<file path="src/rtl/bus_pkg.sv">
// Shared constants for the bus terminal FIFO.
// Holds the destination-field geometry, the broadcast ID and the bit
// positions inside the sticky err_flags vector. The packet width is a
// module parameter, so each module declares its own pkt_t from it.
package bus_pkg;

  // The destination ID is the top byte of every packet.
  localparam int unsigned DEST_W = 8;

  // Destination field bounds for the default 16-bit packet.
  localparam int unsigned DEST_MSB = 15;
  localparam int unsigned DEST_LSB = 8;

  localparam logic [DEST_W-1:0] BROADCAST_ID = 8'hFF;

  // err_flags bit positions.
  localparam int unsigned ERR_W        = 4;
  localparam int unsigned ERR_TX_OVF   = 0;
  localparam int unsigned ERR_TX_UNF   = 1;
  localparam int unsigned ERR_RX_OVF   = 2;
  localparam int unsigned ERR_MISROUTE = 3;

  // Lowest bit of the destination field for a packet of the given width.
  function automatic int unsigned dest_lsb(input int unsigned pkt_w);
    return pkt_w - DEST_W;
  endfunction

endpackage

</file>
<file path="src/rtl/bus_terminal_fifo_if.sv">
// Bus-side handshake between the bus generator/arbiter and one terminal.
//   pndng  : terminal -> bus, TX FIFO non-empty
//   D_pop  : terminal -> bus, TX head packet (show-ahead)
//   pop    : bus -> terminal, consume TX head
//   push   : bus -> terminal, D_push valid this cycle
//   D_push : bus -> terminal, delivered packet
// master is the bus side, slave is the terminal side.
interface bus_terminal_fifo_if #(
  parameter int unsigned pckg_sz = 16
) ();

  logic               pndng;
  logic               pop;
  logic [pckg_sz-1:0] D_pop;
  logic               push;
  logic [pckg_sz-1:0] D_push;

  modport master (
    input  pndng,
    input  D_pop,
    output pop,
    output push,
    output D_push
  );

  modport slave (
    output pndng,
    output D_pop,
    input  pop,
    input  push,
    input  D_push
  );

endinterface

</file>
<file path="src/rtl/bus_terminal_fifo_sync_fifo.sv">
// Single-clock show-ahead FIFO.
// Ports:
//   clk, reset : clock, asynchronous active-high reset
//   wr_en      : write wr_data (accepted when not full, or when full and rd_en)
//   rd_en      : advance the head (ignored when empty)
//   rd_data    : head entry while not empty, zero otherwise
//   full/empty : occupancy flags, derived from the registered count
//   count      : occupancy, 0..Depth
//   ovf/unf    : single-cycle strobes for a dropped write / a read on empty
module bus_terminal_fifo_sync_fifo #(
  parameter int unsigned Width = 16,
  parameter int unsigned Depth = 8
) (
  input  logic                       clk,
  input  logic                       reset,
  input  logic                       wr_en,
  input  logic [Width-1:0]           wr_data,
  input  logic                       rd_en,
  output logic [Width-1:0]           rd_data,
  output logic                       full,
  output logic                       empty,
  output logic [$clog2(Depth+1)-1:0] count,
  output logic                       ovf,
  output logic                       unf
);

  localparam int unsigned PtrW = $clog2(Depth);
  localparam int unsigned CntW = $clog2(Depth + 1);

  logic [Width-1:0] mem [Depth];

  logic [PtrW-1:0] wr_ptr_q, wr_ptr_d;
  logic [PtrW-1:0] rd_ptr_q, rd_ptr_d;
  logic [CntW-1:0] count_q, count_d;

  logic do_wr;
  logic do_rd;

  assign empty = (count_q == '0);
  assign full  = (count_q == CntW'(Depth));
  assign count = count_q;

  // A read frees a slot in the same edge, so a write while full is still
  // taken if the head is being consumed.
  assign do_rd = rd_en & ~empty;
  assign do_wr = wr_en & (~full | rd_en);

  assign ovf = wr_en & full & ~rd_en;
  assign unf = rd_en & empty;

  // Gating by empty keeps stale storage off the output after reset.
  assign rd_data = empty ? '0 : mem[rd_ptr_q];

  always_comb begin
    wr_ptr_d = wr_ptr_q;
    rd_ptr_d = rd_ptr_q;
    if (do_wr) wr_ptr_d = wr_ptr_q + 1'b1;
    if (do_rd) rd_ptr_d = rd_ptr_q + 1'b1;
    count_d = count_q + CntW'(do_wr) - CntW'(do_rd);
  end

  always_ff @(posedge clk or posedge reset) begin
    if (reset) begin
      wr_ptr_q <= '0;
      rd_ptr_q <= '0;
      count_q  <= '0;
    end else begin
      wr_ptr_q <= wr_ptr_d;
      rd_ptr_q <= rd_ptr_d;
      count_q  <= count_d;
    end
  end

  // Storage is deliberately not reset.
  always_ff @(posedge clk) begin
    if (do_wr) mem[wr_ptr_q] <= wr_data;
  end

endmodule

</file>
<file path="src/rtl/bus_terminal_fifo.sv">
// Per-device terminal buffer between one bus port and its device logic.
// Ports:
//   clk, reset              : clock, asynchronous active-high reset
//   bus (slave modport)     : pndng/D_pop/pop towards the bus, push/D_push from it
//   dev_wr_en, dev_wr_data  : device writes a packet into the TX FIFO
//   dev_full                : TX FIFO full
//   dev_rd_en               : device consumes the RX head
//   dev_rd_data             : RX head packet (show-ahead)
//   dev_rd_valid            : RX FIFO non-empty
//   tx_cnt, rx_cnt          : FIFO occupancies
//   err_flags               : sticky {misroute, rx_ovf, tx_unf, tx_ovf}
//   clr_err                 : synchronous clear of err_flags (new events win)
module bus_terminal_fifo
  import bus_pkg::*;
#(
  parameter int unsigned pckg_sz   = 16,
  parameter int unsigned depth     = 8,
  parameter logic [7:0]  id        = 8'h00,
  parameter logic [7:0]  broadcast = BROADCAST_ID
) (
  input  logic                       clk,
  input  logic                       reset,
  bus_terminal_fifo_if.slave         bus,
  input  logic                       dev_wr_en,
  input  logic [pckg_sz-1:0]         dev_wr_data,
  output logic                       dev_full,
  input  logic                       dev_rd_en,
  output logic [pckg_sz-1:0]         dev_rd_data,
  output logic                       dev_rd_valid,
  output logic [$clog2(depth+1)-1:0] tx_cnt,
  output logic [$clog2(depth+1)-1:0] rx_cnt,
  output logic [ERR_W-1:0]           err_flags,
  input  logic                       clr_err
);

  typedef logic [pckg_sz-1:0] pkt_t;

  pkt_t tx_head;
  pkt_t rx_head;
  logic tx_empty, rx_empty;
  logic tx_ovf, tx_unf, rx_ovf;
  logic rx_full_unused;
  logic rx_unf_unused;

  logic [DEST_W-1:0] rx_dest;
  logic              rx_match;
  logic              rx_wr;
  logic              misroute;

  logic [ERR_W-1:0] err_set;
  logic [ERR_W-1:0] err_q, err_d;

  bus_terminal_fifo_sync_fifo #(
    .Width (pckg_sz),
    .Depth (depth)
  ) u_tx_fifo (
    .clk     (clk),
    .reset   (reset),
    .wr_en   (dev_wr_en),
    .wr_data (dev_wr_data),
    .rd_en   (bus.pop),
    .rd_data (tx_head),
    .full    (dev_full),
    .empty   (tx_empty),
    .count   (tx_cnt),
    .ovf     (tx_ovf),
    .unf     (tx_unf)
  );

  assign bus.pndng = ~tx_empty;
  assign bus.D_pop = tx_head;

  // Only packets addressed to this terminal or to everyone enter the RX FIFO.
  assign rx_dest  = bus.D_push[pckg_sz-1 -: DEST_W];
  assign rx_match = (rx_dest == id) || (rx_dest == broadcast);
  assign rx_wr    = bus.push & rx_match;
  assign misroute = bus.push & ~rx_match;

  bus_terminal_fifo_sync_fifo #(
    .Width (pckg_sz),
    .Depth (depth)
  ) u_rx_fifo (
    .clk     (clk),
    .reset   (reset),
    .wr_en   (rx_wr),
    .wr_data (bus.D_push),
    .rd_en   (dev_rd_en),
    .rd_data (rx_head),
    .full    (rx_full_unused),
    .empty   (rx_empty),
    .count   (rx_cnt),
    .ovf     (rx_ovf),
    .unf     (rx_unf_unused)
  );

  assign dev_rd_data  = rx_head;
  assign dev_rd_valid = ~rx_empty;

  // Sticky error register; an event in the clear cycle survives the clear.
  always_comb begin
    err_set               = '0;
    err_set[ERR_TX_OVF]   = tx_ovf;
    err_set[ERR_TX_UNF]   = tx_unf;
    err_set[ERR_RX_OVF]   = rx_ovf;
    err_set[ERR_MISROUTE] = misroute;
    err_d = clr_err ? err_set : (err_q | err_set);
  end

  always_ff @(posedge clk or posedge reset) begin
    if (reset) begin
      err_q <= '0;
    end else begin
      err_q <= err_d;
    end
  end

  assign err_flags = err_q;

endmodule

</file>
<file path="src/flat_wrapper.sv">
// flat-port wrapper written by rule: the top's interface ports become plain ports
module bus_terminal_fifo_flat import bus_pkg::*;
#(
  parameter int unsigned pckg_sz   = 16,
  parameter int unsigned depth     = 8,
  parameter logic [7:0]  id        = 8'h00,
  parameter logic [7:0]  broadcast = BROADCAST_ID
)
  (clk, reset, dev_wr_en, dev_wr_data, dev_full, dev_rd_en, dev_rd_data, dev_rd_valid, tx_cnt, rx_cnt, err_flags, clr_err, bus_pndng, bus_D_pop, bus_pop, bus_push, bus_D_push);
  bus_terminal_fifo_if #(.pckg_sz(pckg_sz)) bus_i ();
  input  logic clk;
  input  logic reset;
  input  logic dev_wr_en;
  input  logic [pckg_sz-1:0] dev_wr_data;
  output logic dev_full;
  input  logic dev_rd_en;
  output logic [pckg_sz-1:0] dev_rd_data;
  output logic dev_rd_valid;
  output logic [$clog2(depth+1)-1:0] tx_cnt;
  output logic [$clog2(depth+1)-1:0] rx_cnt;
  output logic [ERR_W-1:0] err_flags;
  input  logic clr_err;
  output wire logic [$bits(bus_i.pndng)-1:0] bus_pndng;
  output wire logic [$bits(bus_i.D_pop)-1:0] bus_D_pop;
  input wire logic [$bits(bus_i.pop)-1:0] bus_pop;
  input wire logic [$bits(bus_i.push)-1:0] bus_push;
  input wire logic [$bits(bus_i.D_push)-1:0] bus_D_push;
  assign bus_pndng = bus_i.pndng;
  assign bus_D_pop = bus_i.D_pop;
  assign bus_i.pop = bus_pop;
  assign bus_i.push = bus_push;
  assign bus_i.D_push = bus_D_push;
  bus_terminal_fifo #(.pckg_sz(pckg_sz), .depth(depth), .id(id), .broadcast(broadcast)) u_core (.clk(clk), .reset(reset), .bus(bus_i), .dev_wr_en(dev_wr_en), .dev_wr_data(dev_wr_data), .dev_full(dev_full), .dev_rd_en(dev_rd_en), .dev_rd_data(dev_rd_data), .dev_rd_valid(dev_rd_valid), .tx_cnt(tx_cnt), .rx_cnt(rx_cnt), .err_flags(err_flags), .clr_err(clr_err));
endmodule
</file>
<file path="config.mk">
export PLATFORM = sky130hd
export DESIGN_NAME = bus_terminal_fifo_flat
export DESIGN_NICKNAME = d
export VERILOG_FILES = /design/src/rtl/bus_pkg.sv /design/src/rtl/bus_terminal_fifo_if.sv /design/src/rtl/bus_terminal_fifo_sync_fifo.sv /design/src/rtl/bus_terminal_fifo.sv /design/src/flat_wrapper.sv
export SDC_FILE = /design/constraint.sdc
export NUM_CORES = 1
export LEC_CHECK = 0
export CORE_UTILIZATION = 30
export CTS_BUF_LIST = sky130_fd_sc_hd__clkbuf_8
export DETAILED_ROUTE_END_ITERATION = 8
export DONT_BUFFER_PORTS = 1
export PLACE_DENSITY = 0.5
export SLEW_MARGIN = 20
export SYNTH_ARGS = -nofsm -noshare
export SYNTH_HDL_FRONTEND = slang
export SYNTH_SLANG_ARGS = --single-unit
</file>
<file path="constraint.sdc">
create_clock -name clk -period 3.2 [get_ports clk]
set_input_delay 0.64 -clock clk [delete_from_list [all_inputs] [get_ports clk]]
set_output_delay 0.64 -clock clk [all_outputs]
set_load 0.01 [all_outputs]
</file>
-- Word level (Yosys, flattened, before mapping)
Memories as Yosys holds them, arrays and structs flattened.
Index checks and enable logic that the tools add are counted.
- ROM bits: 0
- word-level logic and storage cells: 52
- latch bits: 0
- bits in registers: 24
- bits in writable memories: 256
- memories: 2
- input bits: 39
- memories (memory ; depth ; width ; rd ports ; clocked after Yosys merged registers in ; write ports ; line ; source):
    u_core.u_rx_fifo.mem ; 8 ; 16 ; 1 ; 0 ; 1 ; bus_terminal_fifo_sync_fifo.sv:30 ; logic [Width-1:0] mem [Depth];
    u_core.u_tx_fifo.mem ; 8 ; 16 ; 1 ; 0 ; 1 ; bus_terminal_fifo_sync_fifo.sv:30 ;
- shifts and indexed selects: 0
- multiply operators: 0
- mux-type cells: 7
- order comparisons: 0
- divide/modulo/power cells: 0
- equality and inequality tests: 3
- $add $sub $neg: 8
- reductions and logical operators: 4
- bitwise operators: 21
- operators by type and width (kind ; number):
    $mux W16 ; 2
    $add A3 B1 Y3 const B ; 4
    $and A1 B1 Y1 ; 11
    $add A4 B1 Y4 ; 2
    $eq A4 B4 Y1 const B ; 2
    $eq A8 B8 Y1 const B ; 1
    $logic_not A4 Y1 ; 2
    $logic_not A8 Y1 ; 1
    $sub A4 B1 Y4 ; 2
    $not A1 Y1 ; 7
    $mux W1 ; 4
    $mux W4 ; 1
    $or A4 B4 Y4 ; 1
    $or A1 B1 Y1 ; 2
    $logic_or A1 B1 Y1 ; 1

-- Longest topological paths before layout
- word-level depth: 7
- depth in mapped cells: 11
- mapped depth without buffers: 11

-- Hierarchy
Synthesis repeated with hierarchy kept, for this count alone.
- cells, all modules: 521
- area, all modules: 11149.4 µm²
- modules (own cells, without submodules) (module ; area an instance (µm²) ; times used ; seq. area each (µm²) ; cells each):
    bus_terminal_fifo_sync_fifo ; 5476.5 ; 2 ; 4093.9 ; 251
    bus_terminal_fifo ; 196.4 ; 1 ; 100.1 ; 19

-- Worst setup path after synthesis
No wires, ideal clock.
- path type: input -> register
- from: input bus_D_push[13]
- to: memory u_core.u_rx_fifo.mem[0][0], enable pin
- slack: -0.379 ns
- required time: 2.770 ns
- data arrival time: 3.149 ns
- path buffers: 0
- stages: 5
- cells stage by stage: or4_4 nor2_4 o211a_4 inv_6 nor4_1
- cells in the longest elaborated chain, start to end: 6
- elaborated cells on any way between the ends: 7
- those cells by class: eq/ne (1); mux (2); bitwise (2); reduce/logical (2)
- ends and longest elaborated chain (item ; line ; source):
    from (decl) ; flat_wrapper.sv:27 ; input wire logic [$bits(bus_i.D_push)-1:0] bus_D_push;
    $eq A8 B8 Y1 / $logic_not A8 Y1 (equally long branches) ; bus_terminal_fifo.sv:75 ; assign rx_match = (rx_dest == id) || (rx_dest == broadcast);
    $logic_or A1 B1 Y1 (*) ; bus_terminal_fifo.sv:75 ;
    $and A1 B1 Y1 (*) ; bus_terminal_fifo.sv:76 ; assign rx_wr = bus.push & rx_match;
    $and A1 B1 Y1 (*) ; bus_terminal_fifo_sync_fifo.sv:46 ; assign do_wr = wr_en & (~full | rd_en);
    $mux W1 (*) ; bus_terminal_fifo_sync_fifo.sv:76 ; if (do_wr) mem[wr_ptr_q] <= wr_data;
    $mux W1 (not written as such) (*) ; bus_terminal_fifo_sync_fifo.sv:76 ;
    to (decl) ; bus_terminal_fifo_sync_fifo.sv:30 ;
Every way passes the cells marked *; elsewhere a longest branch is shown, timed or not.

-- Worst setup path after layout
- from: register u_core.u_tx_fifo.rd_ptr_q[0]
- to: output bus_D_pop[13]
- cells in the longest elaborated chain, start to end: 2
- ends and longest elaborated chain (item ; line ; source):
    from (decl) ; bus_terminal_fifo_sync_fifo.sv:33 ; logic [PtrW-1:0] rd_ptr_q, rd_ptr_d;
    from (signal assigned) ; bus_terminal_fifo_sync_fifo.sv:69 ; rd_ptr_q <= rd_ptr_d;
    $mem_v2 Z8 W16 ; - ;
    $mux W16 ; bus_terminal_fifo_sync_fifo.sv:52 ; assign rd_data = empty ? '0 : mem[rd_ptr_q];
    to (decl) ; flat_wrapper.sv:24 ; output wire logic [$bits(bus_i.D_pop)-1:0] bus_D_pop;
No other way between the ends.

==> flow_summary.yaml <==
power_and_ir_drop:
  p_leak_nw: 4.33
  power_density_nw_per_um2: 841
  ir_drop_mv: 0.514
  total_power_mw: 10.8
critical_path:
  cpPeakStageDelay_ns: 0.64
  slowest_stage: "dfrtp_2"
  end_kind: "output port"
  critical-path-top-delay-family: "multiplexers"
  path_buf_inv: 1
  crit_start: "u_core.u_tx_fifo.rd_ptr_q[0]"
  path_class: "register to output port"
  crit_chain: "buf_12, mux4_2, mux2i_1, nor2_1"
  start_kind: "register"
  crit_fanout: 18
  rr_startpoint: "u_core.u_rx_fifo.count[2]"
  worstPathArrival_ns: 2.33
  crit_required_ns: 2.56
cts:
  cts_tree: "done"
  clk_pin_slew_ns: 0.06
  holdBufCountCts: 0
  clk_latency_ns: 0.60
  cts_max_path_buffers: 3
  cts_resized: 0
  cts_made_buffers: 47
  cts-root-buf: "clkbuf_8"
  htreeDepth: 2
  cts.sinks: 280
  post_cts_buffers: 0
hold_path:
  hp-class: "input port to async pin"
timing:
  worstMarginPinSlew_ns: 0.929
  setup_viol: 0
  grt_setup_unrepaired: "no"
  finalCritPeriodShare: 0.929
  period_needed_ns: 2.97
  fmax_mhz: 336
  maxSlewViolCount: 0
  skew_ns: 0.0233
  relSlewSlack: 0.377
  hold_violations: 0
place:
  dp_cells: 1015
  hpwl_um: 13400
  gp_congestion: 0.703
  placement.io_buffers: 0
route:
  wl_met3_um: 1610
  routed_wl_um: 23000
  route.met2.wl_um: 12400
  initialDrtViolationCount: 200
  wl_met1_um: 8450
  remaining_drc_errors: 0
  top_layer: "met4"
  wl_per_cell_um: 20.9
  vias: 5066
  firstDrtPassIters: 4
  antenna_left: 0
  via_per_inst: 4.61
floorplanning:
  num_rows: 70
  die_area_um2: 37900
  fp.dieH_um: 195
  fp.dieW_um: 195
  ios: 86
  initial_core_util: 0.304
  core_region_area_um2: 36600
layout:
  nets: 653
  nFillCells: 3405
  area_delta_synth_final_pct: 15.3
  layout.cells.non_filler: 1099
  drive_gt1_frac: 0.274
  antennaDiodeCount: 0
global_routing:
  track_usage: 0.126
  grt_pass1_vias: 5748
  grt_max_degree: 35
  grt_overflow: 0
  antenna_found_initial: 0
  grt_pass1_wl_um: 35100
synthesis:
  syn_nets: 602
  yosys_warnings: 0
  ys_ff_latch: 280
  ys_seq_area_frac: 0.744
  yosysUniqueCellTypes: 36
  syn_inst: 545
  syn_area_per_cell_um2: 20.5
  synth_area_um2: 11100
run:
  maxCapViolCount: 0
status:
  status: "complete, no violations"
## kinds of logic (layout without fill, tap and decap cells)
family / Yosys count / in the layout / synth area share
simple gates: 80 / 80 / 0.0411
buf+inv: 46 / 132 / 0.0171
mux: 99 / 99 / 0.161
xor+xnor: 11 / 11 / 0.00864
flops: 280 / 280 / 0.744
fa+ha+maj: 18 / 18 / 0.0216
compound gates: 11 / 11 / 0.00696
## synthesized netlist by cell type
cell type	number	area share
mux2_2	3	0.0030
nor2_4	1	0.0010
nor2_1	40	0.013
nor4b_1	1	0.00079
fa_1	2	0.0036
and3_1	1	0.00056
ha_1	16	0.018
a21oi_1	2	0.00090
nor3_1	4	0.0018
nand2b_1	3	0.0017
inv_1	22	0.0074
and2_1	1	0.00056
nor4_1	2	0.0011
xor2_1	5	0.0039
mux2i_1	32	0.029
inv_6	1	0.00079
mux4_2	64	0.13
or4b_1	1	0.00090
clkbuf_1	9	0.0030
buf_2	10	0.0045
o21ai_0	4	0.0018
nor2b_1	3	0.0017
nand2_1	13	0.0044
nor4b_2	1	0.0013
o22ai_1	1	0.00056
o32ai_1	1	0.00079
buf_1	4	0.0013
nand4_1	2	0.0011
or4_4	2	0.0020
nor3b_2	2	0.0022
xnor2_1	6	0.0047
nor4b_4	3	0.0064
dfrtp_1	24	0.054
edfxtp_1	256	0.69
a21o_1	2	0.0013
o211a_4	1	0.0016
## placed cells by master, fill, tap and decap left out, types with 5 or more instances in the layout
cell type  Yosys  routed
mux4_2        64      64
clkinv_2       0       6
ha_1          16      16
inv_1         22      31
nor2_1        40      40
clkinv_1       0      13
dfrtp_1       24      22
mux2i_1       32      32
xnor2_1        6       6
bufinv_16      0       5
nand2_1       13      13
clkbuf_8       0      48
edfxtp_1     256     256
buf_4          0      23
xor2_1         5       5
## path summary, 6_finish.rpt
kind                       slack (ns)  cells past startpoint                            to
setup reg to reg                 0.57                     11     u_core.u_rx_fifo.count[3]
min in group clk                 0.14                      0    u_core.u_tx_fifo.mem[6][4]
setup / recovery                 0.23                      4                 bus_D_pop[13]
hold reg to reg                  0.47                      1  u_core.u_rx_fifo.rd_ptr_q[2]
max in group asynchronous        2.69                      1  u_core.u_tx_fifo.rd_ptr_q[0]
hold / removal                   0.03                      1  u_core.u_rx_fifo.rd_ptr_q[1]
## through the flow
stage / worst slack, ns / cell area [µm²] / hold slack (ns) / setup TNS (ns) / utilization
after floorplan: -0.379 / 11100 / 0.486 / -12.14 / -
after global placement: 0.395 / 11900 / 0.473 / 0 / 0.325
after detailed placement: 0.373 / 11900 / 0.470 / 0 / 0.325
after CTS: 0.0991 / 12800 / 0.0648 / 0 / 0.351
after global routing: 0.0252 / 12800 / 0.0385 / 0 / 0.351
final: 0.228 / 12800 / 0.0308 / 0 / 0.351
## power by group
group | total, mW | internal, mW | leakage (nW) | switching (mW)
clock | 3.24 | 1.81 | 0.528 | 1.42
sequential | 4.61 | 4.35 | 2.60 | 0.261
combinational | 2.96 | 1.34 | 1.20 | 1.62
## sequential cells by signal, indices dropped and copies added, names as in the netlist
name,flops
u_core.u_rx_fifo.rd_ptr_q,3
u_core.u_rx_fifo.mem,128
u_core.u_rx_fifo.wr_ptr_q,3
u_core.u_tx_fifo.mem,128
u_core.u_rx_fifo.count,4
u_core.u_tx_fifo.rd_ptr_q,3
u_core.u_tx_fifo.count,4
u_core.err_flags,4
u_core.u_tx_fifo.wr_ptr_q,3
## cell type report
type,instances,area [µm²],area share
Multi-Input combinational cell,219,2710,0.211
Inverter,23,91.3,0.00711
Clock inverter,36,299,0.0233
Tap cell,468,586,0.0456
Timing Repair Buffer,25,213,0.0166
Sequential cell,280,8290,0.645
Clock buffer,48,661,0.0514
## per-layer routing
layer,vias up,global-route usage
met5,-,0
met4,0,0.0475
met3,41,0.0496
met2,109,0.232
met1,2632,0.127
li1,2284,-
Note: power is estimated with default switching activity, not from simulation.
